File: src/rtl/alu_regfile_seq.sv
// Serialised ALU with an internal register bank: IDLE -> READ -> EXEC -> WB, one instruction per four cycles.
// Operands, result and flags are held on registered outputs for the 7-segment display drivers.
module alu_regfile_seq #(
    parameter int  DATA_W  = 16,
    parameter int  NREGS   = 16,
    parameter int  RADDR_W = $clog2(NREGS),
    localparam int INSTR_W = 4 + 3 * RADDR_W
) (
    input  logic               clk,
    input  logic               reset,
    input  logic               instr_valid,
    output logic               instr_ready,
    input  logic [INSTR_W-1:0] instr,
    output logic               res_valid,
    output logic [RADDR_W-1:0] res_addr,
    output logic [DATA_W-1:0]  res_data,
    output logic [DATA_W-1:0]  op_a,
    output logic [DATA_W-1:0]  op_b,
    output logic               flag_zero,
    output logic               flag_carry,
    output logic               illegal,
    output logic               busy,
    input  logic [RADDR_W-1:0] dbg_addr,
    output logic [DATA_W-1:0]  dbg_data
);

    typedef enum logic [1:0] {
        S_IDLE = 2'd0,
        S_READ = 2'd1,
        S_EXEC = 2'd2,
        S_WB   = 2'd3
    } state_t;

    localparam logic [3:0] OP_ADD  = 4'h0;
    localparam logic [3:0] OP_SUB  = 4'h1;
    localparam logic [3:0] OP_AND  = 4'h2;
    localparam logic [3:0] OP_SLTI = 4'h3;
    localparam logic [3:0] OP_OR   = 4'h4;
    localparam logic [3:0] OP_XOR  = 4'h5;
    localparam logic [3:0] OP_ANDI = 4'h6;
    localparam logic [3:0] OP_ORI  = 4'h7;
    localparam logic [3:0] OP_XORI = 4'h8;
    localparam logic [3:0] OP_ADDI = 4'h9;
    localparam logic [3:0] OP_SUBI = 4'hA;
    localparam logic [3:0] OP_SLT  = 4'hB;
    localparam logic [3:0] OP_SHL  = 4'hC;
    localparam logic [3:0] OP_SHR  = 4'hD;

    // Immediate forms take the middle field as a zero-extended constant instead of rs.
    function automatic logic uses_imm(input logic [3:0] op);
        case (op)
            OP_SLTI, OP_ANDI, OP_ORI, OP_XORI, OP_ADDI, OP_SUBI: uses_imm = 1'b1;
            default:                                            uses_imm = 1'b0;
        endcase
    endfunction

    state_t               state_q, state_d;
    logic [INSTR_W-1:0]   instr_q;
    logic [DATA_W-1:0]    regs_q [NREGS];
    logic [DATA_W-1:0]    op_a_q, op_b_q;
    logic [DATA_W-1:0]    res_data_q, dbg_data_q;
    logic [RADDR_W-1:0]   res_addr_q;
    logic                 ready_q, busy_q, res_valid_q, illegal_q;
    logic                 flag_zero_q, flag_carry_q;

    logic [3:0]           op_s;
    logic [RADDR_W-1:0]   rd_s, rs_s, rt_s;
    logic [DATA_W:0]      add_s;
    logic [DATA_W-1:0]    shamt_s;
    logic [DATA_W-1:0]    alu_res_s;
    logic                 alu_carry_s, alu_illegal_s;

    assign op_s    = instr_q[INSTR_W-1 -: 4];
    assign rd_s    = instr_q[3*RADDR_W-1 -: RADDR_W];
    assign rs_s    = instr_q[2*RADDR_W-1 -: RADDR_W];
    assign rt_s    = instr_q[RADDR_W-1:0];
    assign add_s   = {1'b0, op_a_q} + {1'b0, op_b_q};
    assign shamt_s = DATA_W'(op_b_q % DATA_W);

    // FSM next-state: strictly serialised, one accept per IDLE visit.
    always_comb begin
        state_d = state_q;
        case (state_q)
            S_IDLE: begin
                if (instr_valid && ready_q) begin
                    state_d = S_READ;
                end else begin
                    state_d = S_IDLE;
                end
            end
            S_READ:  state_d = S_EXEC;
            S_EXEC:  state_d = S_WB;
            S_WB:    state_d = S_IDLE;
            default: state_d = S_IDLE;
        endcase
    end

    // ALU: op_a is rs (or imm), op_b is always rt, so immediate forms compute rt OP imm.
    always_comb begin
        alu_res_s     = '0;
        alu_carry_s   = 1'b0;
        alu_illegal_s = 1'b0;
        case (op_s)
            OP_ADD, OP_ADDI: begin
                alu_res_s   = add_s[DATA_W-1:0];
                alu_carry_s = add_s[DATA_W];
            end
            OP_SUB: begin
                alu_res_s   = op_a_q - op_b_q;
                alu_carry_s = (op_a_q < op_b_q);
            end
            OP_SUBI: begin
                alu_res_s   = op_b_q - op_a_q;
                alu_carry_s = (op_b_q < op_a_q);
            end
            OP_AND, OP_ANDI: alu_res_s = op_a_q & op_b_q;
            OP_OR,  OP_ORI:  alu_res_s = op_a_q | op_b_q;
            OP_XOR, OP_XORI: alu_res_s = op_a_q ^ op_b_q;
            OP_SLTI:         alu_res_s = {{(DATA_W-1){1'b0}}, (op_b_q > op_a_q)};
            OP_SLT:          alu_res_s = {{(DATA_W-1){1'b0}}, (op_a_q < op_b_q)};
            OP_SHL:          alu_res_s = op_a_q << shamt_s;
            OP_SHR:          alu_res_s = op_a_q >> shamt_s;
            default: begin
                alu_res_s     = '0;
                alu_illegal_s = 1'b1;
            end
        endcase
    end

    // Control, operand and result registers; results land on the outputs during WB.
    always_ff @(posedge clk) begin
        if (reset) begin
            state_q      <= S_IDLE;
            instr_q      <= '0;
            ready_q      <= 1'b0;
            busy_q       <= 1'b0;
            op_a_q       <= '0;
            op_b_q       <= '0;
            res_valid_q  <= 1'b0;
            illegal_q    <= 1'b0;
            res_addr_q   <= '0;
            res_data_q   <= '0;
            flag_zero_q  <= 1'b0;
            flag_carry_q <= 1'b0;
        end else begin
            state_q     <= state_d;
            ready_q     <= (state_d == S_IDLE);
            busy_q      <= (state_d != S_IDLE);
            res_valid_q <= 1'b0;
            illegal_q   <= 1'b0;
            if (state_q == S_IDLE && instr_valid && ready_q) begin
                instr_q <= instr;
            end
            if (state_q == S_READ) begin
                op_a_q <= uses_imm(op_s) ? DATA_W'(rs_s) : regs_q[rs_s];
                op_b_q <= regs_q[rt_s];
            end
            if (state_q == S_EXEC) begin
                res_valid_q <= 1'b1;
                illegal_q   <= alu_illegal_s;
                res_addr_q  <= rd_s;
                res_data_q  <= alu_res_s;
                if (!alu_illegal_s) begin
                    flag_carry_q <= alu_carry_s;
                    flag_zero_q  <= (alu_res_s == '0);
                end
            end
        end
    end

    // Register bank and debug read; a same-cycle WB write is seen by the next debug read only.
    always_ff @(posedge clk) begin
        if (reset) begin
            for (int i = 0; i < NREGS; i++) begin
                regs_q[i] <= '0;
            end
            dbg_data_q <= '0;
        end else begin
            dbg_data_q <= regs_q[dbg_addr];
            if (state_q == S_WB && !illegal_q) begin
                regs_q[res_addr_q] <= res_data_q;
            end
        end
    end

    assign instr_ready = ready_q;
    assign busy        = busy_q;
    assign res_valid   = res_valid_q;
    assign illegal     = illegal_q;
    assign res_addr    = res_addr_q;
    assign res_data    = res_data_q;
    assign op_a        = op_a_q;
    assign op_b        = op_b_q;
    assign flag_zero   = flag_zero_q;
    assign flag_carry  = flag_carry_q;
    assign dbg_data    = dbg_data_q;

endmodule
File: config.mk
export PLATFORM = sky130hd
export DESIGN_NAME = alu_regfile_seq
export DESIGN_NICKNAME = d
export VERILOG_FILES = /design/src/rtl/alu_regfile_seq.sv
export SDC_FILE = /design/constraint.sdc
export NUM_CORES = 1
export LEC_CHECK = 0
export CORE_MARGIN = 4
export CORE_UTILIZATION = 62
export CTS_BUF_LIST = sky130_fd_sc_hd__clkbuf_8
export CTS_CLUSTER_SIZE = 24
export DETAILED_ROUTE_END_ITERATION = 10
export GPL_ROUTABILITY_DRIVEN = 1
export GPL_TIMING_DRIVEN = 0
export PLACE_DENSITY = 0.89
export SETUP_SLACK_MARGIN = 0.1
export SYNTH_ARGS = -nofsm -noshare
export SYNTH_HDL_FRONTEND = slang
export SYNTH_SLANG_ARGS = --single-unit
File: constraint.sdc
create_clock -name clk -period 6.7 [get_ports clk]
set_clock_uncertainty 0.2 [all_clocks]
set_input_delay 1.005 -clock clk [delete_from_list [all_inputs] [get_ports clk]]
set_output_delay 1.005 -clock clk [all_outputs]
set_load 0.005 [all_outputs]
Word level (Yosys, flattened, before mapping). Memory sizes are Yosys's and may differ from the RTL's. A register that Yosys moved wholly into a read port is not among the register bits. Index checks and enable logic that the tools add are counted.

Flip-flop bits (word level): 60. Bits in latches: 0. Memory bits (writable): 256. Memory bits (read-only): 0. Output and inout bits: 74. Memories: 1.

Memories: regs_q (depth 16, width 16, rd ports 3, clocked after memory_dff 3, wr ports 16, RTL line 59) `logic [DATA_W-1:0] regs_q [NREGS];`.

Add/subtract/negate cells: 3. $mul: 0. Divide/modulo/power cells: 0. Magnitude comparators: 3. Equality and inequality tests: 16. Shifts and indexed selects: 2. Multiplexer cells: 20. Bitwise operators: 4. Reductions and logical operators: 19.

Operators with widths (number): 16-bit one-hot mux with 10 select lines (1); 16-bit < comparator (2); 16-bit 2-to-1 mux (2); 16-bit subtractor (2); 4-bit equality test (second input constant) (6); 16-bit by 16-bit adder with 17-bit output (1); 16-bit AND (1); 4-bit by 3-bit equality test with 1-bit output (second input constant) (4); 16-bit greater-than comparator (1); 16-bit zero test (1); 16-bit OR (1); 16-bit OR reduction (1); 16-bit by 4-bit left shift with 16-bit output (1); 16-bit by 4-bit right shift with 16-bit output (1); 16-bit XOR (1); 14-bit OR reduction (1); 1-bit 2-to-1 mux (12); 4-bit 2-to-1 mux (3); 2-bit OR reduction (5); 4-bit by 2-bit equality test with 1-bit output (second input constant) (2); 2-bit one-hot mux with 4 select lines (1); 6-bit OR reduction (1); 2-bit equality test (second input constant) (2); 4-bit by 1-bit equality test with 1-bit output (second input constant) (1); 9 further kinds (13).

Logic depth before layout (Yosys ltp).
Word-level depth: 7. Depth in mapped cells: 15. Gate-level depth less buffers: 13.

Worst setup path before layout. No wires, ideal clock.

Path type: register to register. Start point: reg op_b_q[2] (netlist: op_b[2]) (read register of regs_q). End point: reg flag_zero_q (netlist: flag_zero). Library setup time: 69 ps. Arrival: 3473 ps. Data required time: 6431 ps. Slack: 2958 ps. Cell stages (with the launch flop): 16. Clock period less this slack: 3742 ps. Cells stage by stage: dfxtp_1 -> buf_4 -> buf_4 -> inv_1 -> clkbuf_1 -> ha_1 -> buf_6 -> or3_4 -> nor2_4 -> o21ai_2 -> a21o_1 -> a221o_1 -> a221o_1 -> a2111oi_2 -> nand4_1 -> o21ai_1.

Cells in the longest elaborated chain, start to end: 3. Elaborated cells between the ends (all ways): 12.

Ends and longest elaborated chain: from (decl) (RTL line 60) `logic [DATA_W-1:0] op_a_q, op_b_q;`; 16-bit subtractor (tied with other cells) (RTL line 113) `alu_res_s = op_b_q - op_a_q;`; 16-bit one-hot mux with 10 select lines (*) (RTL line 103) `case (op_s)`; 16-bit zero test (*) (RTL line 165) `flag_zero_q <= (alu_res_s == '0);`; to (signal assigned) (RTL line 165); to (decl) (RTL line 64) `logic flag_zero_q, flag_carry_q;`.

Every way passes the cells marked *; elsewhere a longest branch is shown, timed or not. A chain may end at the register's enable or synchronous reset.

Worst setup path in the final report.
Start point: reg op_b_q[0] (netlist: op_b[0]) (read register of regs_q). End point: reg flag_zero_q (netlist: flag_zero).

Same word-level chain as after synthesis.

==> summary.md <==
| Metric | Value |
|---|---|
| Status | `finished clean` |
| Syn Inst Count | `1,892` |
| Synthesized net count | `1,991` |
| Sequential share of the synthesized area | `40.7%` |
| Main synth FF type | `edfxtp_1` |
| CP arrival | `5560 ps` |
| PortBufs | `92` |
| Cell row count | `71` |
| Final Max Tran Viols | `0` |
| Synth-to-Final Area Change | `11.5%` |
| Slowest stage delay, CP | `820 ps` |
| Hold/Removal Path Class | `register to register` |
| Crit path max-delay family | `compound AO/OA/AOI/OAI gates` |
| Clock power share | `34.1%` |
| Final WL | `82,600 um` |
| Num CTS Buffers | `54` |
| CTS Buffer Depth | `3` |
| Share of cells above drive strength 1 | `20.1%` |
| Register Area | `9610 um^2` |
| Final net count | `2,140` |
| Grt total ovfl | `0` |
| Power per cell area | `209 nW/um^2` |
| Critical path class | `register to register` |
| Pin count of the biggest net entering global routing | `17` |
| Ys async rst share | `0%` |
| TritonCTS Sinks | `352` |
| GP Congestion | `1.09` |
| EDFF count, synth | `256` |
| Post-placement cell area | `25,200 um^2` |
| Total global-route track usage | `39.9%` |
| Crit-path cells | `clkinv_1 > buf_1 > ha_1 > inv_1 > fa_1 > nand2b_1 > a211o_1 > a211oi_1 > o41ai_1 > o221ai_1 > nor4b_1 > nor3_1 > nand4_1 > o21ai_1` |
| Worst path bufs/invs | `3` |
| Die area | `41,200 um^2` |
| Yosys cell types | `88` |
| Number of remaining DRC errors | `0` |
| Post-Syn Area | `23,600 um^2` |
| Min Tclk post-route | `5220 ps` |
| Synth area leader | `edfxtp_1` |
| Initial antenna violation count | `2` |
| Psw | `1.62 mW` |
| Hold Violations, Final | `0` |
| Hold Slack | `264 ps` |
| Worst setup startpoint | `op_b[0]` |
| Routed len/inst | `31.8 um` |
| Worst r2r src | `op_b[0]` |
| Ranking of synthesized cells by area | `edfxtp_1 (33%), mux4_2 (24%), dfxtp_1 (8.1%)` |
| Setup violators final | `0` |
| Dpl hpwl | `64,300 um` |
| Drt first pass iters | `8` |
| Max-slew headroom | `15.1%` |
| Num ports | `97` |
| Worst Setup End Kind | `register` |
| Die Y | `203 um` |
| Synth Warn # | `0` |
| Utilization after layout | `70.0%` |
| Vias in the first global route | `19,100` |
| Worst slew pin tran | `1270 ps` |
| Die Wd | `203 um` |
| Via-to-Cell Ratio | `7.37` |
| Hold_buf cts | `0` |
| Gate power share | `20.4%` |
| CTS resizes | `0` |
| Total design power | `5.50 mW` |
| Multi-input gate area | `13,100 um^2` |
| Total number of vias | `19,100` |
| VDD IR max | `0.221 mV` |
| Worst hold start | `instr_q[9]` |
| Critical Path Start Type | `register` |
| First-pass GRT wire length | `123,000 um` |
| RSZ-0062 raised after global routing | `no` |
| Flop pwr share | `45.6%` |
| CTS tree | `yes` |
| Number of fillers in the final layout | `2,565` |
| Crit share post-route | `77.9%` |
| Sw Ratio | `29.4%` |
| Critical path fanouts, max | `11` |
| Root buf cell | `clkbuf_8` |
| Syn_area_per_cell | `12.5 um^2` |
| Worst EP required | `7040 ps` |
| Initial Util | `62.8%` |
| Antenna Nets Post-Route | `0` |
| Slowest-stage cell, CP | `o41ai_1` |
| Max Cap Viol | `0` |
| Post-route cell area | `26,300 um^2` |
| Initial drt markers | `3,413` |
| H-tree Lvls | `2` |
| Worst-path clk slew | `60 ps` |
| Static leakage | `9.06 nW` |
| Post-CTS Setup Bufs | `0` |
| Max frequency | `192 MHz` |
| Core Footprint | `37,600 um^2` |
| Clock Latency Late Sink | `640 ps` |
| Top cell type's share of synthesized area | `32.6%` |
| Power Internal | `3.89 mW` |
| Number of synthesized register bits | `352` |
| Commonest non-fill, non-tap cell in the layout | `and2_1` |
| Most frequent cells in the layout | `and2_1 (264), mux4_2 (256), edfxtp_1 (256)` |
| Setup TNS | `0 ps` |
## synth_stat cells, types with 37 or more instances
| cell type | instances |
|---|---|
| nand2_1 | 75 |
| clkbuf_1 | 103 |
| a21oi_1 | 59 |
| ha_1 | 73 |
| mux4_2 | 256 |
| and2_1 | 264 |
| inv_1 | 50 |
| mux2i_1 | 54 |
| edfxtp_1 | 256 |
| o21ai_0 | 37 |
| nor2_1 | 110 |
| dfxtp_1 | 96 |
## cell type report
class                      count  share of cell area, %
multi-input combinational   1328                   49.9
sequential                   352                   36.5
timing repair buffer          93                   3.53
clock buffer                  65                   3.40
buffer                       160                   2.56
tap                          511                   2.43
clock inverter                36                  0.895
inverter                      52                  0.742
antenna                        1                0.00952
## power by group through the flow
stage                     clock network [mW]  registers, mW  logic (mW)
final                                   1.87           2.51        1.12
after global routing                    1.96           2.51        1.16
after CTS                               1.86           2.50        1.08
after detailed placement                   0           2.55        1.08
after global placement                     0           2.53        1.05
after floorplan                            0           2.51       0.718
## flip-flops by register name (all words and copies together) (netlist names), named ones only
register,flops
flag_carry,1
regs_q,256
illegal,1
res_valid,1
instr_q,16
res_data,16
dbg_data,16
res_addr,4
instr_ready,1
op_b,16
busy,1
flag_zero,1
state_q,2
op_a,16
## worst register-to-register path: stages, from the launching register on
cell      delay, ps
dfxtp_1         440
clkinv_1        240
buf_1           520
ha_1            350
inv_1           120
fa_1            450
nand2b_1        130
a211o_1         230
a211oi_1        170
o41ai_1         820
o221ai_1        350
nor4b_1         230
nor3_1          590
nand4_1         160
o21ai_1         160
## metal layers
metal	routed length (um)	global-route usage, %	part of all wire (%)
met4	6770	24.6	8.2
met3	9880	9.01	12
met2	38900	65.0	47
met5	22	0	0.027
met1	26900	48.7	33
## kinds of logic after synthesis
kind of cell	share of synthesized area, %
xor+xnor	0.366
compound gates	8.56
buf+inv	3.68
simple gates	15.2
flops	40.7
mux	27.3
fa+ha+maj	4.13
## per-stage QoR
stage                     setup slack [ps]  instances
after floorplan                       2960       1892
after global placement                1620       2495
after detailed placement              1660       2496
after CTS                             1590       2597
after global routing                  1320       2597
final                                 1480       2598
## worst paths after layout
| path | end | slack [ps] | depth (start not counted) |
|---|---|---|---|
| setup reg to reg | flag_zero | 1480 | 14 |
| setup / recovery | flag_zero | 1480 | 14 |
| hold / removal | instr_q[9] | 260 | 2 |
| hold reg to reg | instr_q[9] | 260 | 2 |
No activity file was read; power rests on OpenSTA's default activity.
